`config.mk`:
```
export PLATFORM = sky130hd
export DESIGN_NAME = viterbi_stream_decoder_flat
export DESIGN_NICKNAME = d
export VERILOG_FILES = /design/src/rtl/viterbi_stream_decoder_if.sv /design/src/rtl/viterbi_stream_decoder.sv /design/src/flat_wrapper.sv
export SDC_FILE = /design/constraint.sdc
export NUM_CORES = 2
export LEC_CHECK = 0
export CAP_MARGIN = 40
export CORE_ASPECT_RATIO = 0.5
export CORE_MARGIN = 2
export CORE_UTILIZATION = 25
export DETAILED_ROUTE_END_ITERATION = 12
export GPL_TIMING_DRIVEN = 0
export PLACE_DENSITY = 0.41
export RECOVER_POWER = 50
export REMOVE_ABC_BUFFERS = 1
export SYNTH_ARGS = -nofsm -noshare
export SYNTH_HDL_FRONTEND = slang
export SYNTH_SLANG_ARGS = --single-unit
```
`constraint.sdc`:
```
create_clock -name clk -period 27.5 [get_ports clk]
set_clock_uncertainty 0.15 [all_clocks]
set_input_delay 5.5 -clock clk [delete_from_list [all_inputs] [get_ports clk]]
set_output_delay 5.5 -clock clk [all_outputs]
set_load 0.05 [all_outputs]
```
`src/rtl/viterbi_stream_decoder_if.sv`:
```
// rtl/viterbi_stream_decoder_if.sv - control, observation stream and decoded-path stream of the Viterbi decoder
interface viterbi_stream_decoder_if #(
  parameter int SW = 2,
  parameter int OW = 2,
  parameter int LW = 7
);
  logic          start;
  logic [LW-1:0] length;
  logic [OW-1:0] obs_in;
  logic          obs_valid;
  logic          obs_ready;
  logic [SW-1:0] path_out;
  logic          path_valid;
  logic          path_ready;
  logic          path_last;
  logic          busy;
  logic          done;
  logic          err_len;

  modport master (
    output start, length, obs_in, obs_valid, path_ready,
    input  obs_ready, path_out, path_valid, path_last, busy, done, err_len
  );

  modport slave (
    input  start, length, obs_in, obs_valid, path_ready,
    output obs_ready, path_out, path_valid, path_last, busy, done, err_len
  );
endinterface

```
`src/rtl/viterbi_stream_decoder.sv`:
```
// rtl/viterbi_stream_decoder.sv - streaming log-domain HMM Viterbi decoder with normalised saturating metrics
module viterbi_stream_decoder #(
  parameter int N  = 64,
  parameter int I  = 4,
  parameter int K  = 4,
  parameter int W  = 16,
  parameter int SW = $clog2(I),
  parameter int OW = $clog2(K),
  parameter int LW = $clog2(N + 1)
) (
  input  logic                 clk,
  input  logic                 rst_n,
  viterbi_stream_decoder_if.slave bus,
  input  logic [I*I*W-1:0]     logA_flat,
  input  logic [I*W-1:0]       logC_flat,
  input  logic [I*K*W-1:0]     logB_flat
);
  localparam int AW = (N > 1) ? $clog2(N) : 1;
  localparam logic signed [W-1:0] MET_MIN = {1'b1, {(W-1){1'b0}}};
  localparam logic signed [W-1:0] MET_MAX = {1'b0, {(W-1){1'b1}}};

  typedef enum logic [2:0] {IDLE, FWD, SEL, BACK, OUT, FIN} state_t;
  state_t state, state_n;

  logic [LW-1:0]       len_q, t, o;
  logic [SW-1:0]       s, sel_s;
  logic                err_len_q, err_done;
  logic signed [W-1:0] delta [I];
  logic signed [W-1:0] dn [I];
  logic signed [W-1:0] dnorm [I];
  logic [SW-1:0]       psi_row [I];
  logic [SW-1:0]       psi_mem [N][I];
  logic [SW-1:0]       pathmem [N];
  logic                accept, t_last, len_bad, out_fire;
  logic [AW-1:0]       t_idx, o_idx;

  function automatic logic signed [W-1:0] sat_add(input logic signed [W-1:0] a, input logic signed [W-1:0] b);
    logic [W:0] r;
    r = {a[W-1], a} + {b[W-1], b};
    if (r[W] != r[W-1]) return r[W] ? MET_MIN : MET_MAX;
    return r[W-1:0];
  endfunction

  function automatic logic signed [W-1:0] sat_sub(input logic signed [W-1:0] a, input logic signed [W-1:0] b);
    logic [W:0] r;
    r = {a[W-1], a} - {b[W-1], b};
    if (r[W] != r[W-1]) return r[W] ? MET_MIN : MET_MAX;
    return r[W-1:0];
  endfunction

  assign accept   = (state == FWD) && bus.obs_valid;
  assign out_fire = (state == OUT) && bus.path_ready;
  assign t_last   = (t == len_q - LW'(1));
  assign len_bad  = (bus.length == '0) || (bus.length > LW'(N));
  assign t_idx    = t[AW-1:0];
  assign o_idx    = o[AW-1:0];

  // One trellis step: strict '>' keeps the lowest index on ties.
  always_comb begin
    logic signed [W-1:0] best, cand, mx;
    for (int j = 0; j < I; j++) begin
      best       = sat_add(delta[0], logA_flat[j*W +: W]);
      psi_row[j] = '0;
      for (int x = 1; x < I; x++) begin
        cand = sat_add(delta[x], logA_flat[(x*I+j)*W +: W]);
        if (cand > best) begin
          best       = cand;
          psi_row[j] = SW'(x);
        end
      end
      if (t == '0) dn[j] = sat_add(logC_flat[j*W +: W], logB_flat[(j*K+int'(bus.obs_in))*W +: W]);
      else         dn[j] = sat_add(best, logB_flat[(j*K+int'(bus.obs_in))*W +: W]);
    end
    mx = dn[0];
    for (int j = 1; j < I; j++) if (dn[j] > mx) mx = dn[j];
    for (int j = 0; j < I; j++) dnorm[j] = sat_sub(dn[j], mx);
  end

  always_comb begin
    logic signed [W-1:0] mx;
    sel_s = '0;
    mx    = delta[0];
    for (int x = 1; x < I; x++) begin
      if (delta[x] > mx) begin
        mx    = delta[x];
        sel_s = SW'(x);
      end
    end
  end

  always_ff @(posedge clk or negedge rst_n) begin
    if (!rst_n) state <= IDLE;
    else        state <= state_n;
  end

  always_comb begin
    state_n        = state;
    bus.obs_ready  = 1'b0;
    bus.path_valid = 1'b0;
    bus.path_last  = 1'b0;
    bus.path_out   = '0;
    bus.busy       = (state != IDLE);
    bus.done       = err_done;
    bus.err_len    = err_len_q;
    case (state)
      IDLE: if (bus.start && !err_done && !len_bad) state_n = FWD;
      FWD: begin
        bus.obs_ready = 1'b1;
        if (accept && t_last) state_n = SEL;
      end
      SEL:  state_n = (len_q > LW'(1)) ? BACK : OUT;
      BACK: if (t == LW'(1)) state_n = OUT;
      OUT: begin
        bus.path_valid = 1'b1;
        bus.path_out   = pathmem[o_idx];
        bus.path_last  = (o == len_q - LW'(1));
        if (out_fire && bus.path_last) state_n = FIN;
      end
      FIN: begin
        bus.done = 1'b1;
        state_n  = IDLE;
      end
      default: state_n = IDLE;
    endcase
  end

  always_ff @(posedge clk or negedge rst_n) begin
    if (!rst_n) begin
      len_q     <= '0;
      t         <= '0;
      o         <= '0;
      s         <= '0;
      err_len_q <= 1'b0;
      err_done  <= 1'b0;
      for (int i = 0; i < I; i++) delta[i] <= '0;
    end else begin
      err_done <= 1'b0;
      case (state)
        IDLE: if (bus.start && !err_done) begin
          len_q     <= bus.length;
          t         <= '0;
          err_len_q <= len_bad;
          err_done  <= len_bad;
        end
        FWD: if (accept) begin
          for (int i = 0; i < I; i++) delta[i] <= dnorm[i];
          if (!t_last) t <= t + LW'(1);
        end
        SEL: begin
          s <= sel_s;
          o <= '0;
        end
        BACK: begin
          s <= psi_mem[t_idx][s];
          t <= t - LW'(1);
        end
        OUT: if (out_fire) o <= o + LW'(1);
        default: ;
      endcase
    end
  end

  // Survivor and path storage carry no reset; they are always written before being read.
  always_ff @(posedge clk) begin
    if (accept && t != '0)
      for (int j = 0; j < I; j++) psi_mem[t_idx][j] <= psi_row[j];
    if (state == SEL)  pathmem[len_q[AW-1:0] - AW'(1)] <= sel_s;
    if (state == BACK) pathmem[t_idx - AW'(1)] <= psi_mem[t_idx][s];
  end
endmodule

```
`src/flat_wrapper.sv`:
```
// flat-port wrapper written by rule: the top's interface ports become plain ports
module viterbi_stream_decoder_flat 
#(
  parameter int N  = 64,
  parameter int I  = 4,
  parameter int K  = 4,
  parameter int W  = 16,
  parameter int SW = $clog2(I),
  parameter int OW = $clog2(K),
  parameter int LW = $clog2(N + 1)
)
  (clk, rst_n, logA_flat, logC_flat, logB_flat, bus_start, bus_length, bus_obs_in, bus_obs_valid, bus_path_ready, bus_obs_ready, bus_path_out, bus_path_valid, bus_path_last, bus_busy, bus_done, bus_err_len);
  viterbi_stream_decoder_if #(.SW(SW), .OW(OW), .LW(LW)) bus_i ();
  input  logic clk;
  input  logic rst_n;
  input  logic [I*I*W-1:0] logA_flat;
  input  logic [I*W-1:0] logC_flat;
  input  logic [I*K*W-1:0] logB_flat;
  input wire logic [$bits(bus_i.start)-1:0] bus_start;
  input wire logic [$bits(bus_i.length)-1:0] bus_length;
  input wire logic [$bits(bus_i.obs_in)-1:0] bus_obs_in;
  input wire logic [$bits(bus_i.obs_valid)-1:0] bus_obs_valid;
  input wire logic [$bits(bus_i.path_ready)-1:0] bus_path_ready;
  output wire logic [$bits(bus_i.obs_ready)-1:0] bus_obs_ready;
  output wire logic [$bits(bus_i.path_out)-1:0] bus_path_out;
  output wire logic [$bits(bus_i.path_valid)-1:0] bus_path_valid;
  output wire logic [$bits(bus_i.path_last)-1:0] bus_path_last;
  output wire logic [$bits(bus_i.busy)-1:0] bus_busy;
  output wire logic [$bits(bus_i.done)-1:0] bus_done;
  output wire logic [$bits(bus_i.err_len)-1:0] bus_err_len;
  assign bus_i.start = bus_start;
  assign bus_i.length = bus_length;
  assign bus_i.obs_in = bus_obs_in;
  assign bus_i.obs_valid = bus_obs_valid;
  assign bus_i.path_ready = bus_path_ready;
  assign bus_obs_ready = bus_i.obs_ready;
  assign bus_path_out = bus_i.path_out;
  assign bus_path_valid = bus_i.path_valid;
  assign bus_path_last = bus_i.path_last;
  assign bus_busy = bus_i.busy;
  assign bus_done = bus_i.done;
  assign bus_err_len = bus_i.err_len;
  viterbi_stream_decoder #(.N(N), .I(I), .K(K), .W(W), .SW(SW), .OW(OW), .LW(LW)) u_core (.clk(clk), .rst_n(rst_n), .bus(bus_i), .logA_flat(logA_flat), .logC_flat(logC_flat), .logB_flat(logB_flat));
endmodule
```
=== Yosys cells after proc, flatten, opt, wreduce, memory -nomap -nowiden ===
Memory sizes are Yosys's and may differ from the RTL's.
Cells that the tools add are included.

* Output and inout bits: 8
* Bits of input ports: 590
* Logic and storage cells: 332
* Memories: 2
* Register bits: 92
* RAM bits: 640

{| class="wikitable"
|+ Memory list
! memory !! depth !! width !! rd ports !! clocked after Yosys merged registers in !! write ports !! line !! RTL
|-
| u_core.psi_mem || 64 || 8 || 1 || 0 || 1 || viterbi_stream_decoder.sv:32 || <nowiki>logic [SW-1:0] psi_mem [N][I];</nowiki>
|-
| u_core.pathmem || 64 || 2 || 1 || 0 || 1 || viterbi_stream_decoder.sv:33 || <nowiki>logic [SW-1:0] pathmem [N];</nowiki>
|}

* $lt $le $gt $ge: 21
* Equal/unequal tests: 44
* Bitwise operators: 1
* Shifts and indexed selects: 4
* Multiplexer cells: 188
* Add/sub/neg operators: 37
* Reduce and logical (&&, ||, !) cells: 24

{| class="wikitable"
|+ Operators with widths
! kind !! number
|-
| $mux W16 || 105
|-
| $shiftx A256 B10 Y16 || 2
|-
| $add A16 B16 Y17 || 24
|-
| $gt A16 B16 Y1 || 18
|-
| $shiftx A256 B7 Y16 || 1
|-
| $shiftx A256 B9 Y16 || 1
|-
| $sub A16 B16 Y17 || 4
|-
| $mux W1 || 54
|-
| $mux W2 || 14
|-
| $mux W7 || 4
|-
| $ne A1 B1 Y1 || 28
|-
| $pmux W7 S3 || 1
|-
| $mux W3 || 5
|-
| $pmux W3 S5 || 1
|-
| $add A7 B1 Y7 const B || 2
|-
| $eq A7 B7 Y1 || 2
|-
| $logic_not A7 Y1 || 2
|-
| $pmux W7 S2 || 1
|-
| $sub A7 B1 Y7 const B || 2
|-
| $sub A6 B1 Y6 const B || 2
|-
| $add A4 B2 Y5 const A || 2
|-
| $ne A2 B1 Y1 const B || 5
|-
| $reduce_and A4 Y1 || 2
|-
| $eq A7 B1 Y1 const B || 1
|-
| 21 further kinds || 36
|}

=== Longest topological paths before layout ===
* Depth after elaboration: 26
* Mapped depth: 106
* Mapped depth without buffers: 96

=== Worst setup path after synthesis ===
Ideal clock, no wire load.

* Path type: input -> register
* Start: input logA_flat[64]
* End: register u_core.delta[34] in the netlist's numbering
* Setup slack: 1.501 ns
* Path buffers: 11
* Setup time: 0.134 ns
* Required time: 27.216 ns
* Arrival: 25.716 ns
* Stages: 97
* Cell sequence: ha_1 fa_1 a211oi_1 o21ai_0 a2111o_1 nand4_1 a21oi_1 inv_1 ha_1 clkbuf_1 clkinv_1 a211o_1 clkbuf_2 a21boi_0 inv_1 ha_1 a21oi_1 o21ai_0 (+61 left out) a31oi_1 a21oi_1 a41o_1 clkbuf_1 nor2b_1 nand2_1 o2111ai_1 ha_1 nor2b_1 or4_1 a2111oi_1 nor3_1 o31a_1 o21ai_1 a21oi_1 nand3_1 buf_2 o211ai_1

* Longest elaborated chain between the ends: 26
* Elaborated cells between the ends (all ways): 32
* Those cells by class: 3 x add/sub; 6 x order compare; 3 x eq/ne; 20 x mux

{| class="wikitable"
|+ RTL lines
! what !! line !! RTL
|-
| start: declaration || flat_wrapper.sv:16 || <nowiki>input logic [I*I*W-1:0] logA_flat;</nowiki>
|-
| $add A16 B16 Y17 (*) || viterbi_stream_decoder.sv:39 || <nowiki>r = {a[W-1], a} + {b[W-1], b};</nowiki>
|-
| $mux W16 or $ne A1 B1 Y1 (tied branches) || viterbi_stream_decoder.sv:40 || <nowiki>if (r[W] != r[W-1]) return r[W] ? MET_MIN : MET_MAX;</nowiki>
|-
| $mux W16 or $mux W1 (tied branches) || viterbi_stream_decoder.sv:40 ||
|-
| $mux W16 (*) || viterbi_stream_decoder.sv:41 || <nowiki>return r[W-1:0];</nowiki>
|-
| $gt A16 B16 Y1 || viterbi_stream_decoder.sv:66 || <nowiki>if (cand > best) begin</nowiki>
|-
| $mux W16 (*) || viterbi_stream_decoder.sv:66 ||
|-
| $gt A16 B16 Y1 || viterbi_stream_decoder.sv:66 ||
|-
| $mux W16 (*) || viterbi_stream_decoder.sv:66 ||
|-
| (+10 left out) || n/a ||
|-
| $gt A16 B16 Y1 || viterbi_stream_decoder.sv:75 || <nowiki>for (int j = 1; j < I; j++) if (dn[j] > mx) mx = dn[j];</nowiki>
|-
| $mux W16 (*) || viterbi_stream_decoder.sv:75 ||
|-
| $gt A16 B16 Y1 || viterbi_stream_decoder.sv:75 ||
|-
| $mux W16 (*) || viterbi_stream_decoder.sv:75 ||
|-
| $sub A16 B16 Y17 (*) || viterbi_stream_decoder.sv:46 || <nowiki>r = {a[W-1], a} - {b[W-1], b};</nowiki>
|-
| $mux W16 or $ne A1 B1 Y1 (tied branches) || viterbi_stream_decoder.sv:47 || <nowiki>if (r[W] != r[W-1]) return r[W] ? MET_MIN : MET_MAX;</nowiki>
|-
| $mux W16 or $mux W1 (tied branches) || viterbi_stream_decoder.sv:47 ||
|-
| $mux W16 (*) || viterbi_stream_decoder.sv:48 || <nowiki>return r[W-1:0];</nowiki>
|-
| end: declaration || viterbi_stream_decoder.sv:28 || <nowiki>logic signed [W-1:0] delta [I];</nowiki>
|}

Mark *: on every way between the ends. The rest lies on a longest branch, timed or not. The select of a mux whose other input is x is not followed.
A chain may end at the register's enable or synchronous reset.

=== Worst setup path in the final report ===
* Start: input logA_flat[16]
* End: register u_core.delta[5] in the netlist's numbering

The elaborated chain is that of the path after synthesis.

==> reports/summary.txt <==
crit path max fanout - 17
Setup CP Type - input port to flip-flop
met2 Resource Use GR - 32.6%
Slowest-stage cell, CP - or4_1
launching element type of the critical path - input port
Seq. cell area - 21500 um2
ranking of synthesized cells by area - edfxtp_1 30%, ha_1 15%, o21ai_0 3.8%
Max Root-Sink Buffers - 3
wire per inst - 24.6 um
Synth cell types - 109
DRT Pass-1 Iters - 6
status - complete, but fails checks
PortBufs - 597
vias per inst - 5.18
data required time of the worst path - 27.91 ns
Slew Limit Fails - 95
Reg clk slew, reported paths - 0.06 ns
routed vias - 55987
fin nets - 8695
grt peak-use layer - met2
H-tree levels - 3
layout cells sized above 1 - 9.59%
Tcrit/Tclk final - 96.6%
Synth Cell Area - 64700 um2
cell count after synthesis - 6653
Total Routed Length - 266000 um
initial antenna violation count - 8
final cell area excluding filler cells - 79500 um2
# rows - 131
HPWL after DPL - 215000 um
Least-Margin Pin Slew - 2.97 ns
CTS Buf Count - 74
met1 GRT Util - 27.2%
full die area - 263000 um2
CTS Root Cell - clkbuf_16
Die Width - 723 um
fmax - 0.0376 GHz
asr flop ratio synth - 12.6%
crit path capture type - flip-flop
First DRT Iteration DRCs - 4673
Mapped Avg Cell Area - 9.72 um2
Clk Latency, worst-skew pair - 0.70 ns
Tot GR Track Use - 19.5%
post-route insts no fill - 10811
placed cell area - 76000 um2
vias in the first global route - 54412
Critical Path Most Common Cell - ha_1
Max-Cap Viols - 2
worst flop-to-flop path startpoint - u_core.delta[49]$_DFFE_PN0P_
first-pass GRT wire length - 381000 um
GRT overflow - 0
Setup violations, final - 0
Worst EP arrival - 26.98 ns
Final Util - 31.1%
starting density of the core - 25.3%
dominant synthesized flop cell - edfxtp_1
Residual DRC - 0
post-route minimum period - 26.57 ns
routability cong. - 0.903
area grow syn2layout - 23.0%
CTS Sinks - 732
failing checks - capacitance limit, slew limit
Hold WC Path Type - flip-flop to flip-flop
CP startpoint - logA_flat[16]
Sum Neg Setup Slack - 0 ns
Synth top area share - 29.7%
fill count - 26864
I/O Pins - 598
met3 Use GR - 1.76%
worst hold path startpoint - u_core.bus.err_len$_DFFE_PN0P_
CTS tree - done
count of final hold-check violations - 0
Worst slew margin - -98.2%
synth warn - 0
Core Box Area - 256000 um2
Yosys top cell by area - edfxtp_1
post-synthesis sequential area ratio - 33.3%
Post-synth EDFFs - 640
die extent in y - 364 um
DRT antenna net count - 0
Synth Register Bits - 732
Multi-input gate area - 42200 um2
largest net degree at the start of global routing - 65
placed cell count - 10630
crit-path max cell delay - 0.60 ns
critical path: cells and delay by family:
family / cells / cell delay [ns]
muxes: 7 / 2.00
adders and majority gates: 12 / 3.89
buffers and inverters: 11 / 2.44
and+or+nand+nor: 21 / 4.34
AOI/OAI and AO/OA: 41 / 8.57
xor gates and xnor gates: 1 / 0.16
worst paths after layout:
check	to	slack, ns	depth (start not counted)
max in group asynchronous	u_core.delta[36]$_DFFE_PN0P_	17.77	2
min reg2reg	u_core.bus.err_len$_DFFE_PN0P_	0.33	1
max reg2reg	u_core.delta[5]$_DFFE_PN0P_	5.43	93
min in group asynchronous	u_core.delta[0]$_DFFE_PN0P_	5.59	1
min	u_core.bus.err_len$_DFFE_PN0P_	0.33	1
max	u_core.delta[5]$_DFFE_PN0P_	0.93	93
placed cells by master (no fill, tap or decap), types with 118 or more instances in the layout:
cell type / Yosys / layout
clkdlybuf4s50_1: 0 / 587
o21a_1: 144 / 143
xor2_1: 154 / 151
inv_1: 291 / 286
xnor2_1: 193 / 190
a22oi_1: 174 / 171
nor2_1: 554 / 552
nor3_1: 120 / 118
nand2_1: 408 / 400
edfxtp_1: 640 / 640
a21oi_1: 388 / 375
nand3_1: 130 / 128
o21ai_0: 487 / 452
ha_1: 785 / 774
a21o_1: 196 / 195
cells by family (layout without fill, tap and decap cells):
group                    Yosys count  after routing  share of synthesized area (%)
XOR/XNOR                         347            347                           4.70
AND/OR/NAND/NOR                 1722           1722                           12.7
adder cells (fa/ha/maj)          818            818                           16.1
buffers and inverters            531           1223                           3.27
multiplexers                     294            298                           6.80
AO/OA/AOI/OAI                   2209           2210                           23.1
flip-flops                       732            732                           33.3
other                              0              3                              0
area by class of cell:
| class | count | area share, % |
|---|---|---|
| diodes | 3 | 0.00944 |
| clock buffers | 86 | 2.40 |
| clock inverters | 48 | 0.637 |
| inverters | 298 | 1.44 |
| multi-input cells | 5395 | 53.1 |
| flip-flops and latches | 732 | 27.1 |
| well taps | 3458 | 5.44 |
| repair buffers | 791 | 9.92 |
metrics by stage:
stage,setup slack (ns),hold WS (ns)
finish,0.934,0.330
global route,-0.00943,0.367
CTS,0.00244,0.339
detailed placement,-4.21,0.326
global placement,-11.07,0.315
floorplan,-1.29,0.338
flip-flops by register name (all words and copies together) (netlist names):
name,flops
u_core.o,7
u_core.t,7
u_core.psi_mem,512
u_core.pathmem,128
u_core.bus.err_len,1
u_core.s,2
u_core.state,3
u_core.len_q,7
u_core.err_done,1
u_core.delta,64
cells in the mapped netlist, drive strengths merged, types with 106 or more instances:
library cell / number
a21oi: 393
xnor2: 193
inv: 291
nor2: 557
nand2: 410
clkbuf: 138
xor2: 154
o21ai: 500
ha: 785
a211oi: 106
edfxtp: 640
mux2i: 122
nand3: 130
a21o: 197
nor3: 123
o21a: 144
a22oi: 174
mux4: 107
what timing repair did:
action,in CTS,in global routing
pin swaps,3,24
setup endpoints to repair,64,64
gates cloned,2,3
resized for setup,64,166
setup buffers,10,29
hold buffers,0,0
per-layer routing:
layer  wire (um)  vias to the layer above
met4        6320                       10
met5          58                        -
li1            -                    26954
met1      125000                    27686
met2      125000                     1109
met3        9610                      228
Power is left out: the tool's default activity adds up to more than one toggle a clock period on the data nets, which glitch-free logic cannot reach.
